--- src/rtl/maze_move_ctrl.sv ---
// Cell-to-cell player movement sequencer for the maze display: decodes the
// joystick, checks the target wall edge, animates one cell per accepted move.
module maze_move_ctrl #(
  parameter int N        = 5,
  parameter int CELL     = 80,
  parameter int STEP_PX  = 4,
  parameter int ORIGIN_X = 120,
  parameter int ORIGIN_Y = 0,
  parameter int PAD      = 4,
  parameter int DEAD     = 4
) (
  input  logic             in_clk,
  input  logic             reset,
  input  logic             frame_tick,
  input  logic             restart,
  input  logic [9:0]       movementData,
  input  logic [N*N-1:0]   wall_h,
  input  logic [N*N-1:0]   wall_v,
  output logic [10:0]      h_min,
  output logic [10:0]      v_min,
  output logic [2:0]       cell_col,
  output logic [2:0]       cell_row,
  output logic             busy,
  output logic             blocked,
  output logic             goal_reached,
  output logic [15:0]      move_count
);
  localparam int          IW     = $clog2(N*N);
  localparam logic [2:0]  LAST   = 3'(N-1);
  localparam logic [10:0] H0     = 11'(ORIGIN_X + PAD);
  localparam logic [10:0] V_TOP  = 11'(ORIGIN_Y + PAD);
  localparam logic [10:0] V0     = 11'(ORIGIN_Y + (N-1)*CELL + PAD);
  localparam logic [10:0] STEP   = 11'(STEP_PX);
  localparam logic [10:0] CELL_W = 11'(CELL);
  localparam logic [5:0]  DZ     = 6'(DEAD);

  typedef enum logic [1:0] {S_IDLE, S_CHECK, S_MOVE, S_GOAL} state_t;
  typedef enum logic [1:0] {D_RIGHT, D_LEFT, D_DOWN, D_UP} dir_t;

  state_t      state_q, state_d;
  dir_t        dir_q, dir_d;
  logic [2:0]  col_q, col_d, row_q, row_d;
  logic [10:0] h_q, h_d, v_q, v_d, rem_q, rem_d;
  logic [15:0] cnt_q, cnt_d;
  logic        blocked_q, blocked_d;

  // Joystick decode: magnitudes carry an extra bit so -16 reads as 16.
  logic [4:0] jx, jy;
  logic [5:0] mag_x, mag_y;
  logic       h_act, v_act, use_h, req_vld;
  dir_t       req_dir;

  assign jx      = movementData[9:5];
  assign jy      = movementData[4:0];
  assign mag_x   = jx[4] ? (6'd0 - {1'b1, jx}) : {1'b0, jx};
  assign mag_y   = jy[4] ? (6'd0 - {1'b1, jy}) : {1'b0, jy};
  assign h_act   = mag_y > DZ;
  assign v_act   = mag_x > DZ;
  assign req_vld = h_act | v_act;
  assign use_h   = h_act && (!v_act || (mag_y >= mag_x));
  assign req_dir = use_h ? (jy[4] ? D_RIGHT : D_LEFT)
                         : (jx[4] ? D_DOWN  : D_UP);

  // Edge check for the latched direction; border edges are always walls.
  int          base;
  logic [IW-1:0] wall_idx;
  logic        wall_blk;

  always_comb begin
    base     = N*int'(col_q) + int'(row_q);
    wall_idx = '0;
    wall_blk = 1'b1;
    case (dir_q)
      D_RIGHT: if (col_q != LAST) begin
        wall_idx = IW'(base);
        wall_blk = wall_v[wall_idx];
      end
      D_LEFT: if (col_q != 3'd0) begin
        wall_idx = IW'(base - N);
        wall_blk = wall_v[wall_idx];
      end
      D_DOWN: if (row_q != LAST) begin
        wall_idx = IW'(base);
        wall_blk = wall_h[wall_idx];
      end
      D_UP: if (row_q != 3'd0) begin
        wall_idx = IW'(base - 1);
        wall_blk = wall_h[wall_idx];
      end
    endcase
  end

  always_comb begin
    state_d   = state_q;
    dir_d     = dir_q;
    col_d     = col_q;
    row_d     = row_q;
    h_d       = h_q;
    v_d       = v_q;
    rem_d     = rem_q;
    cnt_d     = cnt_q;
    blocked_d = 1'b0;
    if (restart) begin
      state_d = S_IDLE;
      col_d   = 3'd0;
      row_d   = LAST;
      h_d     = H0;
      v_d     = V0;
      rem_d   = '0;
      cnt_d   = '0;
    end else begin
      case (state_q)
        S_IDLE: if (frame_tick && req_vld) begin
          dir_d   = req_dir;
          state_d = S_CHECK;
        end
        S_CHECK: if (wall_blk) begin
          blocked_d = 1'b1;
          state_d   = S_IDLE;
        end else begin
          rem_d   = CELL_W;
          state_d = S_MOVE;
        end
        S_MOVE: if (frame_tick) begin
          rem_d = rem_q - STEP;
          case (dir_q)
            D_RIGHT: h_d = h_q + STEP;
            D_LEFT:  h_d = h_q - STEP;
            D_DOWN:  v_d = v_q + STEP;
            D_UP:    v_d = v_q - STEP;
          endcase
          if (rem_d == '0) begin
            case (dir_q)
              D_RIGHT: col_d = col_q + 3'd1;
              D_LEFT:  col_d = col_q - 3'd1;
              D_DOWN:  row_d = row_q + 3'd1;
              D_UP:    row_d = row_q - 3'd1;
            endcase
            // Snap to the cell grid on arrival so the square always lands exactly.
            h_d = H0 + 11'(col_d) * CELL_W;
            v_d = V_TOP + 11'(row_d) * CELL_W;
            if (cnt_q != 16'hFFFF) cnt_d = cnt_q + 16'd1;
            state_d = ((col_d == LAST) && (row_d == 3'd0)) ? S_GOAL : S_IDLE;
          end
        end
        S_GOAL: state_d = S_GOAL;
        default: state_d = S_IDLE;
      endcase
    end
  end

  always_ff @(posedge in_clk) begin
    if (reset) begin
      state_q   <= S_IDLE;
      dir_q     <= D_RIGHT;
      col_q     <= 3'd0;
      row_q     <= LAST;
      h_q       <= H0;
      v_q       <= V0;
      rem_q     <= '0;
      cnt_q     <= '0;
      blocked_q <= 1'b0;
    end else begin
      state_q   <= state_d;
      dir_q     <= dir_d;
      col_q     <= col_d;
      row_q     <= row_d;
      h_q       <= h_d;
      v_q       <= v_d;
      rem_q     <= rem_d;
      cnt_q     <= cnt_d;
      blocked_q <= blocked_d;
    end
  end

  assign h_min        = h_q;
  assign v_min        = v_q;
  assign cell_col     = col_q;
  assign cell_row     = row_q;
  assign busy         = (state_q == S_CHECK) || (state_q == S_MOVE);
  assign blocked      = blocked_q;
  assign goal_reached = (state_q == S_GOAL);
  assign move_count   = cnt_q;
endmodule

--- config.mk ---
export PLATFORM = sky130hd
export DESIGN_NAME = maze_move_ctrl
export DESIGN_NICKNAME = d
export VERILOG_FILES = /design/src/rtl/maze_move_ctrl.sv
export SDC_FILE = /design/constraint.sdc
export NUM_CORES = 1
export LEC_CHECK = 0
export CAP_MARGIN = 10
export CORE_ASPECT_RATIO = 2
export CORE_MARGIN = 5
export CORE_UTILIZATION = 47
export CTS_BUF_LIST = sky130_fd_sc_hd__clkbuf_16
export DETAILED_ROUTE_END_ITERATION = 8
export PLACE_DENSITY = 0.85
export SLEW_MARGIN = 30
export SYNTH_ARGS = -nofsm -noshare
export SYNTH_HDL_FRONTEND = slang
export SYNTH_SLANG_ARGS = --single-unit
--- constraint.sdc ---
create_clock -name in_clk -period 4 [get_ports in_clk]
set_input_delay 0.6 -clock in_clk [delete_from_list [all_inputs] [get_ports in_clk]]
set_output_delay 0.6 -clock in_clk [all_outputs]
set_load 0.01 [all_outputs]
After elaboration in Yosys (flattened, before gate mapping)
Index checks and enable logic that the tools add are counted.

Flip-flop bits (word level): 60. Output and inout port bits: 47. Input bits: 64.

Eq/ne operators: 14. Bitwise logic cells: 3. Mux-type cells: 42. $mul: 3. Reductions and logical operators: 24. Magnitude comparators: 6. Add/subtract/negate cells: 17.

Operator list (count): case mux 11 bit (2 select lines) (3); two-way mux 11 bit (4); subtractor 11 x 3 -> 11 bit, second input constant (3); two-way mux 3 bit (8); adder 11 x 3 -> 11 bit, second input constant (2); binary-select mux 1 bit (select 5 bit) (4); < comparator 5 x 6 -> 1 bit, second input constant (3); AND reduction 3 bit (6); adder 16 x 1 -> 16 bit, second input constant (1); inequality test 16 bit, second input constant (1); > comparator 6 x 3 -> 1 bit, second input constant (2); multiplier 3 x 3 -> 6 bit, second input constant (2); two-way mux 2 bit (6); two-way mux 6 bit (2); case mux 3 bit (2 select lines) (2); nonzero test 3 bit (4); subtractor 1 x 6 -> 6 bit, first input constant (2); adder 3 x 10 -> 11 bit, first input constant (1); adder 7 x 10 -> 11 bit, first input constant (1); zero test 11 bit (1); two-way mux 1 bit (11); == test 2 bit, second input constant (4); inequality test 2 bit, second input constant (4); case mux 2 bit (4 select lines) (1); other kinds (22) (31).

Longest topological paths before layout
Word-level depth: 12. Mapped depth: 16. Depth with buffers taken out: 14.

Least setup slack after synthesis
Ideal clock, no wire load.

Kind: flip-flop to flip-flop. Start point: register col_q[1], in the netlist cell_col[1]. End point: register rem_q[9]. Buffers on the path: 2. Cell stages (with the launch flop): 16. Arrival time: 4.339 ns. Setup time: 0.070 ns. Period minus slack after synthesis: 4.409 ns. Setup slack: -0.409 ns. Data required time: 3.930 ns. Path through: dfxtp_1 -> ha_1 -> ha_1 -> buf_2 -> buf_2 -> inv_1 -> ha_1 -> xor2_2 -> mux4_1 -> mux2i_1 -> mux2i_1 -> o221a_1 -> o31ai_4 -> nand2_4 -> or4_1 -> a21oi_1.

Cells in the longest elaborated chain, start to end: 9. Elaborated cells on any way between the ends: 21.

Ends and longest elaborated chain: from (decl) (RTL line 42) `logic [2:0] col_q, col_d, row_q, row_d;`; from (signal assigned) (RTL line 166) `col_q <= col_d;`; multiplier 3 x 3 -> 5 bit (RTL line 70) `base = N*int'(col_q) + int'(row_q);`; adder 5 x 3 -> 5 bit (RTL line 70); subtractor 5 x 1 -> 5 bit / subtractor 5 x 3 -> 5 bit (equally long branches) (RTL line 87, 79); binary-select mux 1 bit (select 5 bit), on equally long branches (RTL line 88, 80); two-way mux 1 bit, on equally long branches (RTL line 88, 80); two-way mux 1 bit, on equally long branches (RTL line 86, 78); case mux 1 bit (4 select lines) * (RTL line 73) `case (dir_q)`; inequality test 2 bit (no source line) *; AND reduction 3 bit (no source line) *; to (signal assigned) (RTL line 170) `rem_q <= rem_d;`; to (decl) (RTL line 43) `logic [10:0] h_q, h_d, v_q, v_d, rem_q, rem_d;`.

Mark *: on every way between the ends. The rest lies on a longest branch, timed or not. The select of a mux whose other input is x is not followed. A chain may end at the register's enable or synchronous reset.

Final worst setup path
Start point: register col_q[0], in the netlist cell_col[0]. End point: register rem_q[6].

The elaborated chain is that of the path after synthesis.

==> reports/summary.txt <==
status: finished, final reports clean
worst setup margin: 0.0239 ns
Vias/cell: 5.89
crit-path max FO: 8
most common cell after layout, fill and taps aside: clkdlybuf4s50_1
CP max-delay cell: fa_2
Syn-to-layout area delta: 32.3%
row count: 53
Iteration-0 DRC Markers: 269
first-pass GRT wire length: 23600 um
main combinational cell family by area after synthesis: simple AND/OR/NAND/NOR gates
Worst Path Required: 4.19 ns
Synth Area in Simple Gates: 0.183
RD Place Congestion: 0.883
Post-synth EDFFs: 0
min Tclk post-route: 3.98 ns
routed wire length: 14500 um
wire length on met1: 4660 um
Peak Freq: 252 MHz
Worst slew margin: 0.451
sequential cell area fraction in the yosys report: 0.216
Synth warnings: 0
final setup fails: 0
fillcell total: 875
max_cap viols: 0
worst vdd ir: 180 uV
critical path arrival: 4.17 ns
Die X: 82.9 um
adder-cell area share of the yosys netlist: 0.135
Startpoint Class: flip-flop
Final nets: 816
drt wl/cell: 17.3 um
RSZ-0062 raised after global routing: true
syn avg cell area: 8.54 um^2
diode count: 0
Synth cell types: 67
Clock transition at path regs: 0.07 ns
cells along the critical path: ha_4 > ha_4 > inv_2 > fa_2 > buf_6 > nor3b_4 > xnor2_2 > mux4_2 > a21bo_4 > a31oi_4 > o31ai_4 > nand2_4 > buf_4 > o311a_2
Core Area: 10500 um^2
detailed-route via count: 4939
TritonCTS buffer count: 5
clock latency on the worst-skew pair: 0.30 ns
WS Path Type: flip-flop to flip-flop
Mapped Area: 5000 um^2
root buf cell: clkbuf_16
flop2flop setup slack: 0.02 ns
pwr/cell area: 212 nW/um^2
Final Util: 0.631
number of I/O pins: 111
Hold Path Class: flip-flop to flip-flop
Die Ht: 156 um
Worst path max stage delay: 0.60 ns
Synth Area in Compound Gates: 0.176
CP endpoint kind: flip-flop
Place WS: -0.147 ns
Final Hold Vio Count: 0
top routing layer used: met4
number of buffers added on ports: 106
DR pass1 iterations: 4
setup TNS: 0 ns
vias in the first global route: 5377
Final Cycle Share: 0.994
clock skew: 0.00744 ns
Sinks on Clock Net: 54
most frequent cells in the layout: 106 x clkdlybuf4s50_1, 54 x nor2_1, 50 x dfxtp_1
GRT Residual Overflow: 0
#FFs+latches synth: 54
largest net degree at the start of global routing: 41
H-tree depth: 2
xor/xnor share of the synthesized area: 0.0934
Main synth FF type: dfxtp_1
CTS hold repair buffers: 0
Final HPWL DP: 11800 um
Final Max Slew Viols: 0
antenna violations before repair: 0
asr flop ratio synth: 0
Max Root-Sink Buffers: 2
Least-Margin Pin Slew: 0.824 ns
all-layer global routing usage: 0.219
fraction of layout cells with a size suffix above 1: 0.121
Initial Util: 0.477
Mapped Cells: 585
area of the die: 12900 um^2
met3 wirelength from detailed routing: 824 um
Remaining DRCs: 0
mux contribution to synthesized area: 0.140
P_leak: 2.59 nW
post-route ant nets: 0
most frequent CP cell: ha_4
wire length on met2: 8280 um
CTS tree: yes
-- layer usage --
| layer | global-route usage | vias to the layer above |
|---|---|---|
| met1 | 0.185 | 2343 |
| li1 | - | 2338 |
| met5 | 0 | - |
| met2 | 0.453 | 199 |
| met4 | 0.142 | 0 |
| met3 | 0.0344 | 59 |
-- per-stage QoR --
stage	hold WS, ns	area, um^2	total power [W]	cells
global placement	0.467	6310	0.000819	827
floorplan	0.467	5050	0.000720	589
CTS	0.504	6550	0.00140	837
finish	0.505	6610	0.00140	839
global route	0.520	6610	0.00145	839
detailed placement	0.492	6310	0.000834	827
-- sequential cells by signal, indices dropped and copies added (netlist names) --
register and cells:
blocked 1, cell_col 3, cell_row 3, dir_q 2, h_min 9, move_count 16
rem_q 9, state_q 2, v_min 9
-- final timing paths --
kind,from,cells past startpoint,endpoint
min,move_count[1],2,move_count[1]
min reg2reg,move_count[1],2,move_count[1]
max reg2reg,cell_col[0],14,rem_q[6]
max,cell_col[0],14,rem_q[6]
-- critical path: cells and delay by family, from the launching register on --
family                     cells  cell delay, ns
xor gates and xnor gates       1            0.17
buffers and inverters          3            0.35
muxes                          1            0.53
DFF                            1            0.35
and+or+nand+nor                2            0.32
AOI/OAI and AO/OA              4            1.03
adders and majority gates      3            1.12
-- area by class of cell --
type / instances / area, um^2 / area share
Clock inverter: 3 / 68.8 / 0.0104
Timing Repair Buffer: 133 / 1270 / 0.192
Sequential cell: 54 / 1090 / 0.164
Tap cell: 137 / 171 / 0.0259
Multi-Input combinational cell: 471 / 3750 / 0.568
Clock buffer: 5 / 125 / 0.0189
Inverter: 36 / 135 / 0.0204
-- where the power goes --
group / internal (W) / leakage, nW / switching (W) / total (W)
sequential: 0.000540 / 0.438 / 0.00000269 / 0.000543
combinational: 0.000149 / 2.06 / 0.000136 / 0.000285
clock: 0.000360 / 0.0940 / 0.000211 / 0.000571
-- synthesized netlist by cell type (all sizes together), types with 4 or more instances --
master / instances / area share
a211oi: 8 / 0.012
a21boi: 4 / 0.0060
a21o: 9 / 0.014
a21oi: 36 / 0.036
a31oi: 5 / 0.0063
and2: 5 / 0.0063
buf: 16 / 0.018
clkbuf: 11 / 0.0083
dfxtp: 54 / 0.22
fa: 5 / 0.020
ha: 46 / 0.12
inv: 33 / 0.025
mux2i: 20 / 0.040
mux4: 21 / 0.098
nand2: 48 / 0.038
nand2b: 5 / 0.0063
nand3: 25 / 0.025
nand4: 5 / 0.0063
nor2: 54 / 0.041
nor2b: 6 / 0.0075
nor3: 11 / 0.011
o211ai: 10 / 0.015
o21ai: 30 / 0.030
o21bai: 5 / 0.0075
o31ai: 4 / 0.0088
or3: 12 / 0.015
xnor2: 29 / 0.051
xor2: 20 / 0.038
-- cells by family (layout without fill, tap and decap cells) --
| logic type | after synthesis | after routing |
|---|---|---|
| DFF | 54 | 54 |
| and+or+nand+nor | 188 | 188 |
| AOI/OAI and AO/OA | 134 | 134 |
| muxes | 42 | 42 |
| other | 2 | 6 |
| adders and majority gates | 51 | 51 |
| xor gates and xnor gates | 50 | 50 |
| buffers and inverters | 64 | 177 |
-- timing repair --
action,in CTS,in global routing
buffers inserted,2,2
setup endpoints to repair,8,9
resized for setup,12,11
pin swaps,4,3
Power figures use the tool's default switching activity.
